--- src/rtl/hazard_ctrl.sv ---
// Pipeline hazard controller: stage enables/flushes, EX forwarding and dmem wait-state FSM.
// Optional perf counters (stall_cnt_o, flush_cnt_o) are built when HAZARD_PERF_CNT_EN is defined.
module hazard_ctrl #(
    parameter int unsigned REG_AW      = 5,
    parameter int unsigned MEM_TIMEOUT = 15,
    parameter int unsigned CNT_W       = 32
) (
    input  logic              clk,
    input  logic              rst_n,
    input  logic [REG_AW-1:0] ID_rs1_i,
    input  logic [REG_AW-1:0] ID_rs2_i,
    input  logic [REG_AW-1:0] EX_rs1_i,
    input  logic [REG_AW-1:0] EX_rs2_i,
    input  logic [REG_AW-1:0] EX_rd_i,
    input  logic              EX_MemRead_i,
    input  logic              EX_pc_sel_i,
    input  logic [REG_AW-1:0] MEM_rd_i,
    input  logic              MEM_RegWrite_i,
    input  logic              MEM_req_i,
    input  logic [REG_AW-1:0] WB_rd_i,
    input  logic              WB_RegWrite_i,
    input  logic              dmem_gnt_i,
    output logic              dmem_req_o,
    output logic              pc_en_o,
    output logic              if_id_en_o,
    output logic              id_ex_en_o,
    output logic              ex_mem_en_o,
    output logic              if_id_flush_o,
    output logic              id_ex_flush_o,
    output logic              mem_wb_flush_o,
    output logic [1:0]        forwardA_o,
    output logic [1:0]        forwardB_o,
`ifdef HAZARD_PERF_CNT_EN
    output logic [CNT_W-1:0]  stall_cnt_o,
    output logic [CNT_W-1:0]  flush_cnt_o,
`endif
    output logic              mem_err_o
);

    localparam int unsigned WaitW = $clog2(MEM_TIMEOUT + 1);

    typedef enum logic [1:0] {StIdle, StWait, StErr} state_e;

    state_e             state_q, state_d;
    logic [WaitW-1:0]   wait_cnt_q, wait_cnt_d;
    logic               mem_err_q, mem_err_d;

    logic mem_stall;
    logic load_use;
    logic branch_flush;
    logic lu_stall;

    // Every hazard term is gated by rst_n so outputs show reset values while reset is held.
    always_comb begin
        mem_stall = 1'b0;
        if (rst_n) begin
            if (state_q == StErr) begin
                mem_stall = 1'b1;
            end else begin
                mem_stall = MEM_req_i & ~dmem_gnt_i;
            end
        end
    end

    assign load_use     = rst_n & EX_MemRead_i & (EX_rd_i != '0) &
                          ((EX_rd_i == ID_rs1_i) | (EX_rd_i == ID_rs2_i));
    assign branch_flush = rst_n & EX_pc_sel_i & ~mem_stall;
    assign lu_stall     = load_use & ~mem_stall & ~EX_pc_sel_i;

    // State register
    always_ff @(posedge clk or negedge rst_n) begin
        if (!rst_n) begin
            state_q    <= StIdle;
            wait_cnt_q <= '0;
            mem_err_q  <= 1'b0;
        end else begin
            state_q    <= state_d;
            wait_cnt_q <= wait_cnt_d;
            mem_err_q  <= mem_err_d;
        end
    end

    // Next-state logic
    always_comb begin
        state_d    = state_q;
        wait_cnt_d = wait_cnt_q;
        mem_err_d  = mem_err_q;
        unique case (state_q)
            StIdle: begin
                if (MEM_req_i && !dmem_gnt_i) begin
                    state_d    = StWait;
                    wait_cnt_d = WaitW'(1);
                end
            end
            StWait: begin
                if (dmem_gnt_i) begin
                    state_d    = StIdle;
                    wait_cnt_d = '0;
                end else if (wait_cnt_q == WaitW'(MEM_TIMEOUT)) begin
                    state_d   = StErr;
                    mem_err_d = 1'b1;
                end else begin
                    wait_cnt_d = wait_cnt_q + WaitW'(1);
                end
            end
            StErr: begin
                state_d = StErr;
            end
            default: begin
                state_d = StIdle;
            end
        endcase
    end

    // Output logic
    always_comb begin
        dmem_req_o     = rst_n & MEM_req_i & (state_q != StErr);
        pc_en_o        = 1'b1;
        if_id_en_o     = 1'b1;
        id_ex_en_o     = 1'b1;
        ex_mem_en_o    = 1'b1;
        if_id_flush_o  = 1'b0;
        id_ex_flush_o  = 1'b0;
        mem_wb_flush_o = 1'b0;
        if (mem_stall) begin
            pc_en_o        = 1'b0;
            if_id_en_o     = 1'b0;
            id_ex_en_o     = 1'b0;
            ex_mem_en_o    = 1'b0;
            mem_wb_flush_o = 1'b1;
        end else if (branch_flush) begin
            // ID holds a wrong-path instruction, so any load-use stall is moot.
            if_id_flush_o = 1'b1;
            id_ex_flush_o = 1'b1;
        end else if (load_use) begin
            pc_en_o       = 1'b0;
            if_id_en_o    = 1'b0;
            id_ex_flush_o = 1'b1;
        end
    end

    assign mem_err_o = mem_err_q;

    // Forwarding: MEM result is younger than WB, so it wins; x0 is never forwarded.
    always_comb begin
        forwardA_o = 2'b00;
        forwardB_o = 2'b00;
        if (rst_n) begin
            if (MEM_RegWrite_i && (MEM_rd_i != '0) && (MEM_rd_i == EX_rs1_i)) begin
                forwardA_o = 2'b01;
            end else if (WB_RegWrite_i && (WB_rd_i != '0) && (WB_rd_i == EX_rs1_i)) begin
                forwardA_o = 2'b10;
            end
            if (MEM_RegWrite_i && (MEM_rd_i != '0) && (MEM_rd_i == EX_rs2_i)) begin
                forwardB_o = 2'b01;
            end else if (WB_RegWrite_i && (WB_rd_i != '0) && (WB_rd_i == EX_rs2_i)) begin
                forwardB_o = 2'b10;
            end
        end
    end

`ifdef HAZARD_PERF_CNT_EN
    logic [CNT_W-1:0] stall_cnt_q;
    logic [CNT_W-1:0] flush_cnt_q;

    always_ff @(posedge clk or negedge rst_n) begin
        if (!rst_n) begin
            stall_cnt_q <= '0;
            flush_cnt_q <= '0;
        end else if (state_q != StErr) begin
            if ((mem_stall || lu_stall) && !(&stall_cnt_q)) begin
                stall_cnt_q <= stall_cnt_q + CNT_W'(1);
            end
            if (branch_flush && !(&flush_cnt_q)) begin
                flush_cnt_q <= flush_cnt_q + CNT_W'(1);
            end
        end
    end

    assign stall_cnt_o = stall_cnt_q;
    assign flush_cnt_o = flush_cnt_q;
`endif

endmodule

--- config.mk ---
export PLATFORM = sky130hd
export DESIGN_NAME = hazard_ctrl
export DESIGN_NICKNAME = d
export VERILOG_FILES = /design/src/rtl/hazard_ctrl.sv
export SDC_FILE = /design/constraint.sdc
export NUM_CORES = 1
export LEC_CHECK = 0
export ABC_AREA = 1
export BUFFER_PORTS_ARGS = -buffer_cell sky130_fd_sc_hd__buf_2
export CAP_MARGIN = 10
export CORE_AREA = 2 2 50 52
export DETAILED_ROUTE_END_ITERATION = 6
export DIE_AREA = 0 0 52 54
export HOLD_SLACK_MARGIN = 0.15
export PLACE_DENSITY = 0.9
export REMOVE_ABC_BUFFERS = 1
export SLEW_MARGIN = 20
export SYNTH_ARGS = -nofsm -noshare
export SYNTH_HDL_FRONTEND = slang
export SYNTH_SLANG_ARGS = --single-unit
--- constraint.sdc ---
create_clock -name clk -period 2.5 [get_ports clk]
set_input_delay 0.375 -clock clk [delete_from_list [all_inputs] [get_ports clk]]
set_output_delay 0.375 -clock clk [all_outputs]
set_load 0.01 [all_outputs]
==> impl_metrics.csv, run 1 <==
group,metric,value,unit
yosys,yosys_warnings,0,
setup_path,max_stage_delay,0.51,ns
cts,cts-buffers-inserted,3,
setup_path,startpoint_type,"input pin",
timing,fin_crit,2.13,ns
yosys,synth-xor-area-share,18.8,%
global_routing,antenna_found_initial,0,
placement,place_area,1280,µm²
drt,postRouteAntennaNets,0,
yosys,yosys.area_share.simple,41.1,%
timing,fin_tns_setup,0,ns
timing,max_freq,470,MHz
global_routing,grt_overflow,0,
pwr,leakage,0.812,nW
layout,register_area,175,µm²
floorplan,die_w,52,µm
cts,h-tree-depth,1,
floorplan,initial_core_util,42.3,%
outcome,outcome,"completed",
yosys,syn_inst,164,
timing,relSlewSlack,80.9,%
placement,place_ws,0.843,ns
global_routing,grtUsageTotal,17.6,%
cts,cts_tree,"built",
timing,skew,0.00361,ns
global_routing,grt_max_degree,15,
global_routing,grt_pass1_vias,1014,
cts,clkSlewWorstSetupHoldPaths,0.05,ns
yosys,synth_area,981,µm²
layout,area_growth,34.1,%
layout,fin_util,56.7,%
pwr,finalPower,412,µW
setup_path,path_cells,"dlygate4sd3_1, buf_2, o21ai_0, a21oi_1, nand3_1, nor2_1, buf_2",
drt,drtIter0Drc,7,
cts,clock_sinks,7,
cts,insertion_delay,0.25,ns
drt,routed_wirelength,2300,µm
yosys,yosys-top-cells-count,"nand2_1 (45), inv_1 (29), nor2_1 (22), nand3_1 (12), xnor2_1 (12)",
pwr,power_density,313,nW/µm²
setup_path,crit_type,"in2out",
layout,multi_input_area,668,µm²
timing,hold_slack,0.406,ns
floorplan,dieArea,2810,µm²
layout,stdcell_count,252,
layout,drive_gt1_share,32.4,%
yosys,synth_mux_area_share,0,%
cts,post_cts_buffers,0,
yosys,synthAdderAreaFrac,1.28,%
yosys,synth_top_family_by_area,"simple AND/OR/NAND/NOR gates",
drt,route.vias.total,1113,
yosys,synth_area_leaders,"dfrtp_1 (18%), nand2_1 (17%), inv_1 (11%)",
yosys,ys_ff_latch,7,
timing,rsz0062_at_grt,"false",
yosys,synth_edf_count,0,
setup_path,crit_path_top_delay_cell,"dlygate4sd3_1",
pwr,peakVddDrop,0.226,mV
placement,gp_congestion,0.860,
yosys,yosysTopAreaCell,"dfrtp_1",
yosys,ys_seq_area_share,17.9,%
timing,final-hold-violation-count,0,
global_routing,grt_pass1_wl,3750,µm
yosys,synth-compound-area-share,7.02,%
cts,cts_root_buffer,"clkbuf_4",
drt,drt_first_pass_iters,4,
yosys,synth.top_cell.area_share,17.9,%
yosys,synth_cell_types,25,
flow_run,cap_violations,0,
setup_path,cp_top_family,"buffers and inverters",
drt,via_per_inst,4.42,
drt,wl_per_cell,9.11,µm
layout,fin_nets,267,
yosys,synth.most_common_cell,"nand2_1",
yosys,synth_area_per_cell,5.98,µm²
yosys,async_flop_share,100,%
yosys,synth_ff_type,"dfrtp_1",
timing,setup_viol,0,
placement,post-dp-hpwl,2040,µm
timing,tightestPinTransition,0.287,ns
timing,period_share,85.2,%
min_path,hold_class,"in2reg",
setup_path,required,2.12,ns
timing,maxSlewViolCount,0,
placement,numPortBuffers,55,
setup_path,end_kind,"output port",
setup_path,crit_fanout,14,
timing,setup_ws,0.371,ns
layout,diodes,0,
layout,fill_cells,251,
placement,place_inst,247,
setup_path,crit_path_frequent_cell,"buf_2",
cts,clock_path_buffers,2,
layout,stdcell_area,1320,µm²
floorplan,ioPinCount,56,
floorplan,die_y,54,µm
drt,drc,0,
floorplan,core,2320,µm²
setup_path,cp.arrival,1.75,ns
setup_path,crit_buf_inv,3,
floorplan,rows,18,
==> power breakdown <==
| part | total (mW) | internal, mW | switching, mW |
|---|---|---|---|
| logic | 0.177 | 0.0810 | 0.0955 |
| registers | 0.131 | 0.123 | 0.00839 |
| clock network | 0.104 | 0.0610 | 0.0433 |
| total | 0.412 | 0.265 | 0.147 |
==> placed cells by master (no fill, tap or decap) <==
cell type / n
inv_2: 2
nand4_1: 1
nor2_4: 1
nand3_1: 12
nor2_2: 1
dfrtp_1: 7
nor3_1: 2
a21oi_2: 1
clkbuf_1: 1
nand2_4: 2
nor2_1: 22
xnor2_1: 12
ha_1: 1
nand3_2: 1
dlygate4sd3_1: 1
a21oi_1: 2
clkbuf_4: 3
a21oi_4: 1
o32ai_1: 1
nand2_1: 45
o21ai_1: 1
buf_2: 55
o21ai_0: 4
xor2_1: 9
inv_1: 29
inv_4: 1
or2_2: 1
nand2_2: 3
==> cell type report <==
cell class	instances	share of cell area, %
clock buffer	4	2.00
inverter	32	9.32
multi-input combinational	123	50.8
sequential	7	13.3
tap	30	2.85
timing repair buffer	56	21.7
==> flip-flops by register name, summed over array words and instances (netlist names) <==
signal,cells
mem_err_o,1
state_q,2
wait_cnt_q,4
==> routing by layer <==
layer / GRT usage (%) / wire length [µm] / vias up
li1: - / - / 607
met3: 1.11 / 132 / 2
met2: 34.6 / 1170 / 36
met5: 0 / 0 / -
met1: 19.2 / 978 / 468
met4: 7.89 / 15 / 0
==> worst min-delay path, stage by stage <==
cell and delay (ns):
buf_2 0.10, nor2_1 0.04, nand3_1 0.05, o21ai_1 0.05
==> kinds of logic after synthesis <==
logic type,after synthesis
and+or+nand+nor,91
DFF,7
AOI/OAI and AO/OA,10
buffers and inverters,34
adders and majority gates,1
xor gates and xnor gates,21
==> final timing paths <==
check | from | endpoint | slack (ns) | depth (start not counted)
max in group asynchronous | rst_n | state_q[1]$_DFFE_PN0P_ | 1.75 | 2
setup reg to reg | wait_cnt_q[0]$_DFFE_PN0P_ | wait_cnt_q[3]$_DFFE_PN0P_ | 1.18 | 8
setup / recovery | rst_n | forwardB_o[1] | 0.37 | 7
min in group asynchronous | rst_n | wait_cnt_q[3]$_DFFE_PN0P_ | 0.52 | 2
hold reg to reg | mem_err_o$_DFFE_PN0P_ | mem_err_o$_DFFE_PN0P_ | 0.48 | 2
hold / removal | dmem_gnt_i | wait_cnt_q[3]$_DFFE_PN0P_ | 0.41 | 4
==> what timing repair did <==
| action | 4_1_cts | 5_1_grt |
|---|---|---|
| endpoints found under the hold margin | 7 | 0 |
| gates resized for setup | 0 | 0 |
| hold buffers | 1 | 0 |
Note: power is estimated with default switching activity, not from simulation.
==> run 2, diff against run 1 <==
- SLEW_MARGIN: 20 -> unset
- clock period: 2.5 -> 2.7 ns (I/O delays scaled with it)
==> run 2 against run 1 <==
  * Power decreased by 7.1%
  * Hold slack improved by 0.028 ns
  * First-iteration DRC count rose by 71%
  * Setup slack improved by 0.088 ns
  * Routed wire length rose by 1.7%
  * Critical path type unchanged
  * Largest power group unchanged
==> impl_metrics.csv, run 2 (synthesis results as in run 1) <==
group,metric,value,unit
drt,drtIter0Drc,12,
layout,diodes,0,
layout,largest_register_ffs,4,
setup_path,cp_top_family,"buffers and inverters",
drt,postRouteAntennaNets,0,
global_routing,grt_util_met2,35.7,%
layout,final_cell_mix,"buf_2 (55), nand2_1 (45), inv_1 (29)",
timing,fin_crit,2.24,ns
cts,post_cts_resized,0,
cts,cts_root_buffer,"clkbuf_4",
floorplan,ioPinCount,56,
layout,stdcell_area,1320,µm²
timing,max_freq,446,MHz
setup_path,startpoint_type,"input pin",
pwr,net-switching-power,138,µW
cts,insertion_delay,0.25,ns
min_path,hold_path_end,"wait_cnt_q[3]$_DFFE_PN0P_",
placement,gp_congestion,0.860,
floorplan,die_w,52,µm
placement,numPortBuffers,55,
global_routing,grtUsageTotal,17.8,%
drt,via_per_inst,4.42,
pwr,p_comb_share,42.8,%
pwr,p_seq_share,31.7,%
floorplan,die_y,54,µm
layout,fin_nets,267,
placement,place_area,1280,µm²
global_routing,grt_pass1_vias,1028,
setup_path,end_kind,"output port",
timing,final-hold-violation-count,0,
setup_path,path_cells,"dlygate4sd3_1, buf_2, o21ai_0, a21oi_1, nand3_1, nor2_1, buf_2",
setup_path,reg2reg_slack,1.37,ns
timing,tightestPinTransition,0.302,ns
cts,h-tree-depth,1,
flow_run,cap_violations,0,
global_routing,grt_max_degree,15,
timing,skew,0.00262,ns
pwr,internal-power,245,µW
setup_path,cp.arrival,1.84,ns
setup_path,required,2.30,ns
setup_path,r2r_start,"wait_cnt_q[0]$_DFFE_PN0P_",
cts,clock_sinks,7,
global_routing,grt_pass1_wl,3820,µm
drt,wl_per_cell,9.27,µm
setup_path,crit_type,"in2out",
pwr,peakVddDrop,0.227,mV
setup_path,reg2regPathDepth,8,
global_routing,grt_overflow,0,
layout,top_register,"wait_cnt_q",
timing,period_share,83.0,%
drt,route.vias.total,1113,
min_path,hp-start,"dmem_gnt_i",
global_routing,antenna_found_initial,0,
min_path,hold_depth,4,
cts,clkSlewWorstSetupHoldPaths,0.05,ns
timing,fin_tns_setup,0,ns
pwr,leakage,0.812,nW
outcome,outcome,"completed",
global_routing,grt_use_met1,19.3,%
setup_path,crit_path_frequent_cell,"buf_2",
timing,maxSlewViolCount,0,
setup_path,crit_path_top_delay_cell,"dlygate4sd3_1",
cts,clock_path_buffers,2,
drt,drt_first_pass_iters,4,
floorplan,initial_core_util,42.3,%
setup_path,crit_fanout,14,
pwr,power_density,291,nW/µm²
cts,cts_tree,"built",
pwr,clkPwrFrac,25.4,%
floorplan,rows,18,
min_path,hold_class,"in2reg",
drt,drc,0,
drt,routed_wirelength,2340,µm
global_routing,top_usage_layer,"met2",
layout,drive_gt1_share,32.4,%
floorplan,dieArea,2810,µm²
timing,setup_viol,0,
timing,rsz0062_at_grt,"false",
setup_path,r2r-end,"wait_cnt_q[3]$_DFFE_PN0P_",
placement,post-dp-hpwl,2050,µm
floorplan,core,2320,µm²
setup_path,max_stage_delay,0.54,ns
setup_path,crit_buf_inv,3,
layout,area_growth,34.1,%
layout,layout_commonest_cell,"buf_2",
timing,relSlewSlack,79.9,%
pwr,swShare,35.9,%
cts,cts-buffers-inserted,3,
global_routing,met3_usage,1.39,%
[run 2: cell counts in the layout (fill, tap and decap cells not counted)]
Identical to the previous run, type by type.
[run 2: power by group through the flow]
| stage | registers (mW) | logic [mW] | clock network [mW] |
|---|---|---|---|
| final | 0.122 | 0.164 | 0.0974 |
| after floorplan | 0.122 | 0.0966 | 0 |
| after CTS | 0.122 | 0.165 | 0.103 |
| after detailed placement | 0.123 | 0.164 | 0 |
| after global routing | 0.122 | 0.188 | 0.110 |
| after global placement | 0.123 | 0.160 | 0 |
[run 2: per-stage QoR]
step	cells	util (%)	power (mW)	hold WS [ns]	setup slack (ns)
after floorplan	162	-	0.219	0.109	1.21
after global placement	247	55.1	0.283	0.306	1.02
after detailed placement	247	55.1	0.287	0.304	0.977
after CTS	252	56.7	0.390	0.424	0.472
after global routing	252	56.7	0.420	0.463	0.317
final	252	56.7	0.383	0.434	0.459
[run 2: worst reg2reg max path, stage by stage, from the launching register on]
cell	delay, ns
dfrtp_1	0.38
ha_1	0.19
nand2_1	0.07
nor2_1	0.21
nand2_4	0.10
nand2_4	0.09
inv_4	0.05
nand3_1	0.07
o21ai_1	0.06
[run 2: repair_timing]
action,CTS,global route
hold endpoints to repair,7,0
setup buffers,0,0
hold buffers,1,0
[run 2: worst max-delay path by stage]
stage / startpoint / endpoint / slack (ns) / cells past startpoint
6_report: rst_n / forwardB_o[1] / 0.46 / 7
5_1_grt: rst_n / forwardB_o[1] / 0.32 / 7
4_1_cts: rst_n / forwardB_o[1] / 0.47 / 7
3_5_place_dp: MEM_rd_i[0] / forwardA_o[1] / 0.98 / 9
3_3_place_gp: MEM_rd_i[0] / forwardA_o[1] / 1.02 / 9
2_1_floorplan: state_q[1]$_DFFE_PN0P_ / if_id_en_o / 1.21 / 7
[run 2: layout make-up]
class | count | area, µm²
Clock buffer | 4 | 26.3
Fill cell | 242 | 1000
Timing Repair Buffer | 56 | 285
Inverter | 32 | 123
Tap cell | 30 | 37.5
Sequential cell | 7 | 175
Multi-Input combinational cell | 123 | 668
[run 2: routing by layer]
| layer | up-vias | wire, µm |
|---|---|---|
| li1 | 607 | - |
| met1 | 467 | 960 |
| met2 | 37 | 1200 |
| met3 | 2 | 159 |
| met4 | 0 | 12 |
| met5 | - | 0 |
